==> src/rtl/apa102_pkg.sv <==
// Shared definitions for the APA102 line transmitter.
//   state_e    : line FSM states
//   START_WORD : 32-bit start frame (all zeros)
//   END_WORD   : 32-bit end frame word (all ones)
//   HEADER     : 3-bit marker at the top of every pixel word
//   end_words(): number of end-frame words needed for an n-pixel line
package apa102_pkg;

    typedef enum logic [2:0] {
        StIdle,
        StStartFrm,
        StPixel,
        StEndFrm,
        StDone
    } state_e;

    localparam logic [31:0] START_WORD = 32'h0000_0000;
    localparam logic [31:0] END_WORD   = 32'hFFFF_FFFF;
    localparam logic [2:0]  HEADER     = 3'b111;

    // One extra clock edge per pixel is needed to push data down the strip,
    // so long lines need additional end-frame words.
    function automatic int unsigned end_words(input int unsigned n);
        return 1 + n / 64;
    endfunction

endpackage

==> src/rtl/apa102_sclk_gen.sv <==
// SPI clock divider for the APA102 line transmitter.
// Ports:
//   clk, rst : system clock, asynchronous active-low reset
//   en_i     : run the divider; when low sclk is forced low and the counter cleared
//   sclk_o   : SPI clock level (CLK_HALF system clocks per half-period)
//   rise_o   : sclk_o goes high at the next clock edge
//   fall_o   : sclk_o goes low at the next clock edge
module apa102_sclk_gen #(
    parameter int unsigned CLK_HALF = 2
) (
    input  logic clk,
    input  logic rst,
    input  logic en_i,
    output logic sclk_o,
    output logic rise_o,
    output logic fall_o
);

    localparam int unsigned CW = (CLK_HALF > 1) ? $clog2(CLK_HALF) : 1;
    localparam logic [CW-1:0] LAST = CW'(CLK_HALF - 1);

    logic [CW-1:0] cnt_q, cnt_d;
    logic          sclk_q, sclk_d;
    logic          wrap;

    always_comb begin
        wrap   = en_i && (cnt_q == LAST);
        rise_o = wrap && !sclk_q;
        fall_o = wrap && sclk_q;
        cnt_d  = '0;
        sclk_d = 1'b0;
        if (en_i) begin
            cnt_d  = wrap ? '0 : cnt_q + 1'b1;
            sclk_d = wrap ? ~sclk_q : sclk_q;
        end
    end

    always_ff @(posedge clk or negedge rst) begin
        if (!rst) begin
            cnt_q  <= '0;
            sclk_q <= 1'b0;
        end else begin
            cnt_q  <= cnt_d;
            sclk_q <= sclk_d;
        end
    end

    assign sclk_o = sclk_q;

endmodule

==> src/rtl/apa102_line_tx.sv <==
// APA102 line transmitter: streams one refresh (start frame, n pixel words,
// 1 + n/64 end-frame words) over SPI, fetching pixels by address.
// Ports:
//   clk, rst    : system clock, asynchronous active-low reset
//   start       : one-cycle refresh request, ignored while busy
//   pixel_count : pixels in the refresh (clamped to MAX_PIXELS), sampled on start
//   brightness  : global 5-bit brightness, sampled on start
//   address     : index of the next pixel to load
//   pixel       : {B,G,R} for address, sampled when the word loads
//   sclk, sdo   : SPI clock (idles low) and data, MSB first
//   busy        : refresh in progress (including the done cycle)
//   done        : one-cycle completion pulse
// Build option: APA102_GLOBAL_BRIGHTNESS_EN -- when defined the brightness port
// drives bits 28:24 of each pixel word; otherwise those bits are 5'b11111.
module apa102_line_tx #(
    parameter int unsigned CLK_HALF   = 2,
    parameter int unsigned MAX_PIXELS = 32,
    parameter int unsigned ADDR_W     = 5
) (
    input  logic              clk,
    input  logic              rst,
    input  logic              start,
    input  logic [ADDR_W:0]   pixel_count,
    input  logic [4:0]        brightness,
    output logic [ADDR_W-1:0] address,
    input  logic [23:0]       pixel,
    output logic              sclk,
    output logic              sdo,
    output logic              busy,
    output logic              done
);

    import apa102_pkg::*;

    localparam int unsigned     MAX_E    = end_words(MAX_PIXELS);
    localparam int unsigned     WCNT_W   = $clog2(MAX_PIXELS + MAX_E + 1);
    localparam logic [ADDR_W:0] MAX_N    = (ADDR_W + 1)'(MAX_PIXELS);
    localparam logic [ADDR_W-1:0] ADDR_TOP = '1;

    state_e            state_q, state_d;
    logic [ADDR_W:0]   n_q, n_d;
    logic [ADDR_W-1:0] addr_q, addr_d, addr_inc;
    logic [31:0]       shreg_q, shreg_d;
    logic [4:0]        bit_q, bit_d;
    logic [WCNT_W-1:0] wcnt_q, wcnt_d, e_last;
    logic [4:0]        bri;
    logic [31:0]       pixel_word;
    logic              shift_en, sclk_fall, word_end;
    logic              unused_sclk_rise;

`ifdef APA102_GLOBAL_BRIGHTNESS_EN
    logic [4:0] bri_q, bri_d;
    assign bri = bri_q;
`else
    logic unused_brightness;
    assign unused_brightness = ^brightness;
    assign bri = 5'b11111;
`endif

    assign shift_en = (state_q == StStartFrm) || (state_q == StPixel) || (state_q == StEndFrm);

    apa102_sclk_gen #(
        .CLK_HALF(CLK_HALF)
    ) u_sclk_gen (
        .clk   (clk),
        .rst   (rst),
        .en_i  (shift_en),
        .sclk_o(sclk),
        .rise_o(unused_sclk_rise),
        .fall_o(sclk_fall)
    );

    always_comb begin
        state_d = state_q;
        n_d     = n_q;
        addr_d  = addr_q;
        shreg_d = shreg_q;
        bit_d   = bit_q;
        wcnt_d  = wcnt_q;
`ifdef APA102_GLOBAL_BRIGHTNESS_EN
        bri_d   = bri_q;
`endif
        pixel_word = {HEADER, bri, pixel};
        word_end   = sclk_fall && (bit_q == 5'd31);
        e_last     = WCNT_W'(end_words(32'(n_q)) - 1);
        // Saturate rather than wrap when MAX_PIXELS fills the address space.
        addr_inc   = (addr_q == ADDR_TOP) ? addr_q : addr_q + 1'b1;

        // sdo advances on the edge where sclk falls; word loads below override.
        if (sclk_fall) begin
            shreg_d = {shreg_q[30:0], 1'b0};
            bit_d   = bit_q + 5'd1;
        end

        case (state_q)
            StIdle: begin
                if (start) begin
                    n_d     = (pixel_count > MAX_N) ? MAX_N : pixel_count;
`ifdef APA102_GLOBAL_BRIGHTNESS_EN
                    bri_d   = brightness;
`endif
                    addr_d  = '0;
                    shreg_d = START_WORD;
                    bit_d   = '0;
                    wcnt_d  = '0;
                    state_d = StStartFrm;
                end
            end
            StStartFrm: begin
                if (word_end) begin
                    if (n_q == '0) begin
                        shreg_d = END_WORD;
                        wcnt_d  = e_last;
                        state_d = StEndFrm;
                    end else begin
                        shreg_d = pixel_word;
                        addr_d  = addr_inc;
                        wcnt_d  = WCNT_W'(n_q - 1'b1);
                        state_d = StPixel;
                    end
                end
            end
            StPixel: begin
                // wcnt_q holds the pixel words still to load after the current one.
                if (word_end) begin
                    if (wcnt_q == '0) begin
                        shreg_d = END_WORD;
                        wcnt_d  = e_last;
                        state_d = StEndFrm;
                    end else begin
                        shreg_d = pixel_word;
                        addr_d  = addr_inc;
                        wcnt_d  = wcnt_q - 1'b1;
                    end
                end
            end
            StEndFrm: begin
                if (word_end) begin
                    if (wcnt_q == '0) begin
                        shreg_d = '0;
                        state_d = StDone;
                    end else begin
                        shreg_d = END_WORD;
                        wcnt_d  = wcnt_q - 1'b1;
                    end
                end
            end
            StDone:  state_d = StIdle;
            default: state_d = StIdle;
        endcase
    end

    always_ff @(posedge clk or negedge rst) begin
        if (!rst) begin
            state_q <= StIdle;
            n_q     <= '0;
            addr_q  <= '0;
            shreg_q <= '0;
            bit_q   <= '0;
            wcnt_q  <= '0;
`ifdef APA102_GLOBAL_BRIGHTNESS_EN
            bri_q   <= '0;
`endif
        end else begin
            state_q <= state_d;
            n_q     <= n_d;
            addr_q  <= addr_d;
            shreg_q <= shreg_d;
            bit_q   <= bit_d;
            wcnt_q  <= wcnt_d;
`ifdef APA102_GLOBAL_BRIGHTNESS_EN
            bri_q   <= bri_d;
`endif
        end
    end

    assign address = addr_q;
    assign sdo     = shreg_q[31];
    assign busy    = (state_q != StIdle);
    assign done    = (state_q == StDone);

endmodule
==> config.mk <==
export PLATFORM = sky130hd
export DESIGN_NAME = apa102_line_tx
export DESIGN_NICKNAME = d
export VERILOG_FILES = /design/src/rtl/apa102_pkg.sv /design/src/rtl/apa102_sclk_gen.sv /design/src/rtl/apa102_line_tx.sv
export SDC_FILE = /design/constraint.sdc
export NUM_CORES = 1
export LEC_CHECK = 0
export CAP_MARGIN = 20
export CORE_MARGIN = 2
export CORE_UTILIZATION = 43
export CTS_BUF_LIST = sky130_fd_sc_hd__clkbuf_16
export CTS_CLUSTER_DIAMETER = 80
export DETAILED_ROUTE_END_ITERATION = 10
export GPL_TIMING_DRIVEN = 0
export HOLD_SLACK_MARGIN = 0.05
export PLACE_DENSITY_LB_ADDON = 0.1
export SLEW_MARGIN = 20
export SYNTH_ARGS = -nofsm -noshare
export SYNTH_HDL_FRONTEND = slang
export SYNTH_SLANG_ARGS = --single-unit
==> constraint.sdc <==
create_clock -name clk -period 3.64 [get_ports clk]
set_clock_uncertainty 0.15 [all_clocks]
set_input_delay 0.364 -clock clk [delete_from_list [all_inputs] [get_ports clk]]
set_output_delay 0.364 -clock clk [all_outputs]
set_load 0.01 [all_outputs]
==> results.md <==
- Buf/Inv on CP: 1
- Reg clk slew, reported paths: 0.05 ns
- CP Cell Sequence: ha_1 -> and3_1 -> ha_1 -> nand3_2 -> nor3_2 -> clkbuf_1 -> nand2_1 -> o211ai_2
- Via count: 2601
- Cells after Synth: 323
- First-pass GRT wire length: 12200 um
- GRT Util Overall: 0.180
- Detail Placement HPWL: 5240 um
- Max Slew Vio Count: 0
- # fillers: 700
- Clock Latency Late Sink: 0.32 ns
- Synth cell types: 54
- CTS Sinks: 59
- Internal power: 1780 uW
- Setup TNS: 0 ns
- Sequential Power Share: 0.374
- Largest stage delay on the critical path: 0.49 ns
- Cell Pwr Density: 648 nW/um^2
- Initial DRC Count: 107
- Initial Util: 0.439
- Cell Area, Synth: 3340 um^2
- Max VDD drop: 0.406 mV
- Final hold violations: 0
- Postcts setup bufs: 0
- DR vias/cell: 5.37
- Largest net degree at the start of global routing: 42
- Kind of end point of the critical path: flop
- Final worst-path cycle share: 0.682
- Die area: 8490 um^2
- Vias in the first global route: 2519
- Crit-path slowest cell: nor3_2
- Hold Crit Class: input pin to async pin
- Number of diodes: 0
- Total Wirelength: 7140 um
- Antenna violations before repair: 0
- CP required: 3.73 ns
- Drt first pass iters: 4
- Syn Nets: 369
- Maxcap violations: 0
- # DRC: 0
- Layout area overhead: 24.6%
- CTS Root Cell: clkbuf_16
- Grt ovf: 0
- Maximum clock frequency: 0.403 GHz
- DR WL/cell: 14.8 um
- Clk buf depth: 2
- Headroom to the max-slew limit: 0.510
- Final hold slack: 0.313 ns
- Share of post-route cells with drive strength above 1: 0.154
- Num rows: 32
- Synth Warn #: 0
- IO Count: 47
- Die width: 92.1 um
- Worst endpoint data arrival time: 2.57 ns
- Crit-path leading delay family: simple AND/OR/NAND/NOR gates
- Total power: 2700 uW
- Core area: 7610 um^2
- Synth Area per Inst: 10.3 um^2
- Nets: 423
- Pleak: 0.00188 uW
- Most frequently used flop master after synthesis: dfrtp_1
- TritonCTS clock tree: built
- # port buffers: 41
- Post-synth EDFFs: 0
- Critical Path Source Type: flop
- Ys async rst share: 1.00
- Sequential area share after synthesis: 0.442
- Post-layout util: 0.547
- Setup CP Type: flop to flop
- Antenna viol nets, final: 0
- H-Tree Depth: 3
- Gate power share: 0.360
- Die height: 92.1 um
- RSZ-0062 raised after global routing: no
- CTS resizes: 0
- GPL Wtd Cong: 0.838
- Tmin final: 2.48 ns
- Worst-Margin Slew: 0.732 ns
- Total CTS buffers: 9
- CP dominant cell by count: ha_1
- Seq cells post-synth: 59
- Final setup fails: 0
- Switching Share: 0.339
- CP Max Fanout: 10
- Sw Pwr: 915 uW
- Clk pwr share: 0.266
- Outcome: finished, final reports clean
[cell type report]
type,count,area [um^2],area share
tap,102,128,0.0307
inverter,10,37.5,0.00902
sequential,59,1480,0.355
timing repair buffer,43,438,0.105
clock inverter,7,30.0,0.00722
buffer,18,121,0.0292
multi-input combinational,236,1710,0.410
clock buffer,9,225,0.0541
[registers in the layout, indices dropped and copies added (netlist names)]
signal and flops:
bit_q 5, u_sclk_gen.sclk_o 1, address 5, wcnt_q 6, u_sclk_gen.cnt_q 1, state_q 3, n_q 6, shreg_q 32
[routing by layer]
layer / share of wire / wire, um / vias to the layer above / global-route usage
met5: 0 / 0 / - / 0
met2: 0.46 / 3270 / 49 / 0.278
li1: - / - / 1290 / -
met1: 0.49 / 3530 / 1256 / 0.256
met4: 0.011 / 79 / 0 / 0.0522
met3: 0.036 / 259 / 6 / 0.0403
[cell families (layout without fill, tap and decap cells)]
family | Yosys count | in the layout | synth area share
buffers and inverters | 28 | 87 | 0.0476
adder cells (fa/ha/maj) | 8 | 8 | 0.0300
XOR/XNOR | 11 | 11 | 0.0288
AO/OA/AOI/OAI | 74 | 74 | 0.199
multiplexers | 29 | 29 | 0.0873
flip-flops | 59 | 59 | 0.442
AND/OR/NAND/NOR | 114 | 114 | 0.166
[power by group through the flow]
stage | clock [uW] | sequential [uW] | combinational (uW)
5_1_grt | 768 | 1040 | 1080
6_report | 719 | 1010 | 971
3_5_place_dp | 0 | 1020 | 975
2_1_floorplan | 0 | 983 | 748
3_3_place_gp | 0 | 1010 | 957
4_1_cts | 735 | 1010 | 979
[placed cells by master (no fill, tap or decap), types with 4 or more instances in the layout]
| cell | n |
|---|---|
| o22ai_1 | 4 |
| dfrtp_1 | 59 |
| nor3_1 | 11 |
| ha_1 | 8 |
| o21ai_0 | 11 |
| nand2_1 | 55 |
| clkdlybuf4s50_1 | 40 |
| buf_4 | 8 |
| buf_2 | 4 |
| o211ai_1 | 4 |
| o211ai_2 | 20 |
| a21oi_1 | 6 |
| and3_1 | 5 |
| inv_1 | 14 |
| xor2_1 | 5 |
| clkbuf_1 | 4 |
| xnor2_1 | 6 |
| a31oi_1 | 4 |
| a22o_1 | 6 |
| nand3b_1 | 5 |
| nand3_1 | 8 |
| nor2_1 | 14 |
| clkbuf_16 | 9 |
| mux2i_1 | 28 |
[Yosys cell counts (2+ instances only)]
cell | instances | share of area
a211o_1 | 2 | 0.0052
a211oi_1 | 2 | 0.0045
a21oi_1 | 6 | 0.0090
a22o_1 | 6 | 0.016
a31oi_1 | 4 | 0.0075
and3_1 | 5 | 0.0094
buf_2 | 4 | 0.0060
buf_4 | 7 | 0.016
buf_6 | 3 | 0.010
clkbuf_1 | 4 | 0.0045
dfrtp_1 | 59 | 0.44
ha_1 | 8 | 0.030
inv_1 | 10 | 0.011
mux2i_1 | 28 | 0.084
nand2_1 | 55 | 0.062
nand3_1 | 8 | 0.012
nand3b_1 | 5 | 0.011
nand4_1 | 3 | 0.0056
nor2_1 | 14 | 0.016
nor3_1 | 11 | 0.016
o211ai_1 | 4 | 0.0090
o211ai_2 | 20 | 0.075
o21ai_0 | 11 | 0.016
o22ai_1 | 4 | 0.0075
or3_1 | 2 | 0.0037
xnor2_1 | 6 | 0.016
xor2_1 | 5 | 0.013
[stage by stage]
step	instance area (um^2)	instances	worst slack, ns
global route	4160	484	0.976
detailed placement	3900	467	1.17
CTS	4160	484	1.15
global placement	3880	466	0.0735
finish	4160	484	1.16
floorplan	3340	323	1.37
[timing repair]
item,in CTS,in global routing
hold buffers,1,0
endpoints found under the setup margin,0,0
endpoints found under the hold margin,18,0
[worst paths after layout]
check / start / to / slack [ns] / cells past startpoint
max reg2reg: bit_q[0]$_DFF_PN0_ / shreg_q[17]$_DFF_PN0_ / 1.16 / 8
min in group clk: n_q[4]$_DFFE_PN0P_ / n_q[4]$_DFFE_PN0P_ / 0.37 / 2
min reg2reg: n_q[4]$_DFFE_PN0P_ / n_q[4]$_DFFE_PN0P_ / 0.37 / 2
max: bit_q[0]$_DFF_PN0_ / shreg_q[17]$_DFF_PN0_ / 1.16 / 8
min: rst / wcnt_q[2]$_DFFE_PN0P_ / 0.31 / 2
max in group asynchronous: rst / shreg_q[13]$_DFF_PN0_ / 2.53 / 3
(Power assumes the default switching activity.)
